<file path="src/rtl/ucsbece154b_fetch_unit.sv">
// rtl/ucsbece154b_fetch_unit.sv - predicted fetch stage: PC register, direct-mapped BTB with 2-bit counters, F/D register
// Mispredicts are detected from Execute-stage inputs; they redirect the PC and train the BTB.
module ucsbece154b_fetch_unit #(
  parameter int XLEN = 32,
  parameter int BTB_ENTRIES = 16,
  parameter logic [XLEN-1:0] PC_START = '0
) (
  input  logic            clk,
  input  logic            reset,
  input  logic            StallF_i,
  input  logic            StallD_i,
  input  logic            FlushD_i,
  output logic [XLEN-1:0] PCF_o,
  input  logic [31:0]     InstrF_i,
  output logic [31:0]     InstrD_o,
  output logic [XLEN-1:0] PCD_o,
  output logic [XLEN-1:0] PCPlus4D_o,
  output logic            PredTakenD_o,
  output logic [XLEN-1:0] PredTargetD_o,
  input  logic            BranchE_i,
  input  logic            TakenE_i,
  input  logic [XLEN-1:0] PCE_i,
  input  logic [XLEN-1:0] PCTargetE_i,
  input  logic            PredTakenE_i,
  input  logic [XLEN-1:0] PredTargetE_i,
  output logic            MispredictE_o,
  output logic [31:0]     BranchCnt_o,
  output logic [31:0]     MispredCnt_o
);

  localparam int IDXW = $clog2(BTB_ENTRIES);
  localparam int TAGW = XLEN - IDXW - 2;
  localparam logic [XLEN-1:0] PC_INC = XLEN'(4);

  logic [BTB_ENTRIES-1:0]           btbValid;
  logic [BTB_ENTRIES-1:0][TAGW-1:0] btbTag;
  logic [BTB_ENTRIES-1:0][XLEN-1:0] btbTarget;
  logic [BTB_ENTRIES-1:0][1:0]      btbCtr;

  logic [IDXW-1:0] idxF;
  logic [IDXW-1:0] idxE;
  logic [TAGW-1:0] tagF;
  logic [TAGW-1:0] tagE;
  logic            hitF;
  logic            hitE;
  logic            predTakenF;
  logic [XLEN-1:0] pcPlus4F;
  logic [XLEN-1:0] pcPlus4E;
  logic [XLEN-1:0] predTargetF;
  logic [XLEN-1:0] pcNext;

  // Fetch-side lookup reads the pre-edge BTB contents
  assign idxF        = PCF_o[IDXW+1:2];
  assign tagF        = PCF_o[XLEN-1:IDXW+2];
  assign hitF        = btbValid[idxF] && (btbTag[idxF] == tagF);
  assign predTakenF  = hitF && btbCtr[idxF][1];
  assign pcPlus4F    = PCF_o + PC_INC;
  assign predTargetF = predTakenF ? btbTarget[idxF] : pcPlus4F;

  assign idxE     = PCE_i[IDXW+1:2];
  assign tagE     = PCE_i[XLEN-1:IDXW+2];
  assign hitE     = btbValid[idxE] && (btbTag[idxE] == tagE);
  assign pcPlus4E = PCE_i + PC_INC;

  assign MispredictE_o = BranchE_i &&
                         ((TakenE_i != PredTakenE_i) ||
                          (TakenE_i && (PredTargetE_i != PCTargetE_i)));

  // A redirect from Execute wins over a fetch stall
  always_comb begin
    pcNext = predTargetF;
    if (MispredictE_o)
      pcNext = TakenE_i ? PCTargetE_i : pcPlus4E;
    else if (StallF_i)
      pcNext = PCF_o;
  end

  always_ff @(posedge clk or negedge reset) begin
    if (!reset)
      PCF_o <= PC_START;
    else
      PCF_o <= pcNext;
  end

  always_ff @(posedge clk or negedge reset) begin
    if (!reset) begin
      btbValid  <= '0;
      btbTag    <= '0;
      btbTarget <= '0;
      btbCtr    <= {BTB_ENTRIES{2'b01}};
    end else if (BranchE_i) begin
      if (hitE) begin
        if (TakenE_i) begin
          if (btbCtr[idxE] != 2'b11)
            btbCtr[idxE] <= btbCtr[idxE] + 2'd1;
          btbTarget[idxE] <= PCTargetE_i;
        end else if (btbCtr[idxE] != 2'b00) begin
          btbCtr[idxE] <= btbCtr[idxE] - 2'd1;
        end
      end else if (TakenE_i) begin
        // Allocation on a taken miss evicts whatever aliased into this slot
        btbValid[idxE]  <= 1'b1;
        btbTag[idxE]    <= tagE;
        btbTarget[idxE] <= PCTargetE_i;
        btbCtr[idxE]    <= 2'b10;
      end
    end
  end

  always_ff @(posedge clk or negedge reset) begin
    if (!reset) begin
      InstrD_o      <= '0;
      PCD_o         <= '0;
      PCPlus4D_o    <= '0;
      PredTakenD_o  <= 1'b0;
      PredTargetD_o <= '0;
    end else if (FlushD_i) begin
      InstrD_o      <= '0;
      PCD_o         <= '0;
      PCPlus4D_o    <= '0;
      PredTakenD_o  <= 1'b0;
      PredTargetD_o <= '0;
    end else if (!StallD_i) begin
      InstrD_o      <= InstrF_i;
      PCD_o         <= PCF_o;
      PCPlus4D_o    <= pcPlus4F;
      PredTakenD_o  <= predTakenF;
      PredTargetD_o <= predTargetF;
    end
  end

  always_ff @(posedge clk or negedge reset) begin
    if (!reset) begin
      BranchCnt_o  <= '0;
      MispredCnt_o <= '0;
    end else begin
      if (BranchE_i && (BranchCnt_o != '1))
        BranchCnt_o <= BranchCnt_o + 32'd1;
      if (MispredictE_o && (MispredCnt_o != '1))
        MispredCnt_o <= MispredCnt_o + 32'd1;
    end
  end

endmodule

</file>
<file path="config.mk">
export PLATFORM = sky130hd
export DESIGN_NAME = ucsbece154b_fetch_unit
export DESIGN_NICKNAME = d
export VERILOG_FILES = /design/src/rtl/ucsbece154b_fetch_unit.sv
export SDC_FILE = /design/constraint.sdc
export NUM_CORES = 2
export LEC_CHECK = 0
export CORE_ASPECT_RATIO = 1.25
export CORE_MARGIN = 2
export CORE_UTILIZATION = 25
export CTS_BUF_LIST = sky130_fd_sc_hd__clkbuf_4
export DETAILED_ROUTE_END_ITERATION = 7
export MAX_ROUTING_LAYER = met4
export PLACE_DENSITY_LB_ADDON = 0.1
export SKIP_CTS_REPAIR_TIMING = 1
export SLEW_MARGIN = 10
export SYNTH_ARGS = -nofsm -noshare
export SYNTH_HDL_FRONTEND = slang
export SYNTH_SLANG_ARGS = --single-unit
</file>
<file path="constraint.sdc">
create_clock -name clk -period 4.3 [get_ports clk]
set_input_delay 1.075 -clock clk [delete_from_list [all_inputs] [get_ports clk]]
set_output_delay 1.075 -clock clk [all_outputs]
set_load 0.01 [all_outputs]
</file>
==> impl_metrics.env <==
export IMPL_clock_sinks=1199
export IMPL_seqPwrFrac_pct=41.7
export IMPL_port_buffers=361
export IMPL_fp_coreArea_sq_mm=0.240
export IMPL_final_period_utilization_pct=102
export IMPL_fin_skew_ns=0.138
export IMPL_fin_cells=8774
export IMPL_synthArstFlopShare_pct=100
export IMPL_timing_fmax_mhz=228
export IMPL_regToRegEndpoint="PCF_o[20]"
export IMPL_place_inst=8083
export IMPL_grt_pass1_vias=45300
export IMPL_wl_per_cell_um=29.1
export IMPL_drt_pass1_iterations=5
export IMPL_final_cell_area_sq_mm=0.0778
export IMPL_synth_area_top_cells="dfrtp_1, mux2_2, mux4_2, mux2i_1, xnor2_1"
export IMPL_p_sw_mw=11.3
export IMPL_clockBufferDepth=4
export IMPL_cp_slowest_stage_delay_ns=0.66
export IMPL_io_pins=362
export IMPL_worstPathRequired_ns=5.47
export IMPL_cp_max_fo=6
export IMPL_antenna_found_initial=15
export IMPL_whs_path_depth=2
export IMPL_drc_errors=0
export IMPL_internal_power_mw=24.1
export IMPL_critPathCaptureType="register"
export IMPL_synth_common_cells="dfrtp_1, mux2_2, mux4_2"
export IMPL_layout_drive_gt1_share_pct=46.2
export IMPL_place_area_sq_mm=0.0723
export IMPL_relSlewSlack_pct=34.8
export IMPL_synth_edf_count=0
export IMPL_p_per_area_mw_per_mm2=455
export IMPL_leakage_nw=34.2
export IMPL_ys_ff_latch=1199
export IMPL_cp_arrival_ns=5.55
export IMPL_tightest_slew_ns=0.979
export IMPL_dp_slack_ns=-1.25
export IMPL_synth_top_area_cell="dfrtp_1"
export IMPL_yosysMostFrequentCell="dfrtp_1"
export IMPL_netlist_area_leader_share_pct=49.1
export IMPL_avgSynthCellArea_sq_um=13.7
export IMPL_drt_first_iter_violations=2435
export IMPL_layout_nets=5504
export IMPL_pwr_share_comb_pct=26.9
export IMPL_critPathSlowestCell="mux4_2"
export IMPL_final_util_pct=32.4
export IMPL_r2r_start="PCF_o[2]"
export IMPL_vias_per_cell=4.85
export IMPL_syn_to_final_growth_pct=28.9
export IMPL_slew_violations=0
export IMPL_die_w_um=443
export IMPL_r2r_setup_slack_ns=-0.08
export IMPL_netSwitchingFraction_pct=31.9
export IMPL_p_clk_share_pct=31.4
export IMPL_design_die_area_sq_mm=0.245
export IMPL_setup_violations=17
export IMPL_cts_root_buf="clkbuf_4"
export IMPL_synth_warnings=0
export IMPL_ir_worst_vdd_v=0.000241
export IMPL_whs_endpoint="InstrD_o[10]"
export IMPL_clk_latency_ns=1.42
export IMPL_status="finished, violations left"
export IMPL_die_h_um=553
export IMPL_path_class="register to register"
export IMPL_period_needed_ns=4.38
export IMPL_gr_total_overflow=0
export IMPL_synth_ff_type="dfrtp_1"
export IMPL_placement_rows=201
export IMPL_rsz0062_at_grt="yes"
export IMPL_ant_nets=0
export IMPL_hp_start="FlushD_i"
export IMPL_nFillCells=24200
export IMPL_synth_nets=4556
export IMPL_gp_congestion=0.835
export IMPL_violations="negative setup slack"
export IMPL_cp_start_kind="register"
export IMPL_fin_total_pwr_mw=35.4
export IMPL_cts_buffers_inserted=373
export IMPL_path_cells="buf_12, buf_16, mux4_2, mux4_2, xnor2_4, nand4_1, nor4b_2, nand4_1, nor4_4, buf_6, buf_12, buf_4, mux2_4, nor2_2, o22ai_1"
export IMPL_drt_wl_total_um=256000
export IMPL_synth_cells=4411
export IMPL_ys_types=82
export IMPL_r2r_cells=15
export IMPL_grt_max_degree=120
export IMPL_ys_seq_area_share_pct=49.8
export IMPL_cts_reportedPaths_clkPinSlew_ns=0.06
export IMPL_final_hold_violation_count=0
export IMPL_htree_levels=5
export IMPL_cts_tree="done"
export IMPL_dp_hpwl_um=179000
export IMPL_grt_usage_pct=21.1
export IMPL_start_util_pct=25.1
export IMPL_grt_pass1_wl_um=359000
export IMPL_cap_violations=0
export IMPL_netlist_area_sq_mm=0.0603
export IMPL_setup_ws_ns=-0.0790
export IMPL_min_path_type="primary input to register"
export IMPL_vias=42500
cell families (layout without fill, tap and decap cells):
group	Yosys count	in the layout	synth area share, %
DFF	1199	1199	49.8
other	0	11	0
AOI/OAI and AO/OA	284	284	3.00
adders and majority gates	9	9	0.187
xor gates and xnor gates	196	196	2.85
muxes	1530	1530	34.8
and+or+nand+nor	765	765	6.17
buffers and inverters	428	1634	3.21
power groups by stage:
stage	clock, mW	combinational (mW)	sequential [mW]
2_1_floorplan	0	5.44	14.4
3_3_place_gp	0	9.30	14.9
3_5_place_dp	0	9.36	14.9
4_1_cts	11.7	9.39	14.8
5_1_grt	12.3	10.1	15.0
6_report	11.1	9.52	14.8
placed cells by master, fill, tap and decap left out, types with 17 or more instances in the layout:
cell             synthesis  layout
xnor2_1                129     126
and3_1                  27      27
mux2_2                 944     867
xor2_1                  67      66
inv_1                   19      19
nand2_1                181     168
clkbuf_4                 0     539
and2_1                  18      17
mux2_4                   0      93
dfrtp_1               1183    1179
buf_12                   1     126
o21ai_0                 99      95
nand3_1                 72      66
nand4_1                 39      39
nand2b_1                29      26
nor2_1                 230     209
nor3_1                  51      49
o22ai_1                 34      31
mux2i_1                213     212
nor2b_1                 44      43
a21oi_1                 42      39
clkdlybuf4s50_1          0     349
buf_4                   44     470
clkinv_1                 2      84
mux4_2                 352     352
a22oi_1                 25      23
metal layers:
| metal | wire length (um) | vias up | share of wire (%) | track usage (%) |
|---|---|---|---|---|
| li1 | - | 18400 | - | - |
| met1 | 107000 | 22700 | 42 | 25.6 |
| met2 | 131000 | 1062 | 51 | 36.0 |
| met3 | 9910 | 405 | 3.9 | 3.44 |
| met4 | 8160 | 0 | 3.2 | 6.34 |
| met5 | 0 | - | 0 | - |
stage by stage:
| stage | TNS [ns] | hold slack (ns) |
|---|---|---|
| after global routing | -4.10 | 0.155 |
| after CTS | -26.43 | -0.521 |
| after global placement | -547.62 | 0.478 |
| after floorplan | -60.29 | 0.451 |
| after detailed placement | -537.14 | 0.479 |
| final | -0.600 | 0.179 |
final cells by class:
cell class	instances	area (sq um)	share of cell area, %
flip-flops and latches	1199	30000	38.6
multi-input cells	2784	29200	37.5
repair buffers	979	10100	13.0
clock buffers	539	4050	5.20
well taps	3146	3940	5.06
clock inverters	94	384	0.494
inverters	22	85.1	0.109
diodes	11	27.5	0.0354
critical path, delay by kind of cell, from the launching register on:
family / cells / cell delay, ns
flops: 1 / 0.49
compound gates: 1 / 0.09
simple gates: 5 / 0.89
xor+xnor: 1 / 0.28
buf+inv: 5 / 0.83
mux: 3 / 1.53
flip-flops by register name, indices dropped and copies added, names as in the netlist:
register / cells
btbTag: 416
PredTakenD_o: 1
PCD_o: 32
PCF_o: 32
InstrD_o: 32
BranchCnt_o: 32
PCPlus4D_o: 30
btbValid: 16
btbTarget: 512
MispredCnt_o: 32
btbCtr: 32
PredTargetD_o: 32
worst max-delay path by stage:
| stage | to | slack (ns) | startpoint |
|---|---|---|---|
| after floorplan | btbCtr[17] | -0.20 | PCE_i[3] |
| after global placement | btbCtr[8] | -1.39 | PCE_i[3] |
| after detailed placement | btbTag[77] | -1.25 | PCE_i[2] |
| after CTS | PCF_o[3] | -0.48 | PCF_o[3] |
| after global routing | PredTargetD_o[21] | -0.19 | PCF_o[2] |
| final | PCF_o[20] | -0.08 | PCF_o[2] |
No activity file was read; power rests on OpenSTA's default activity.
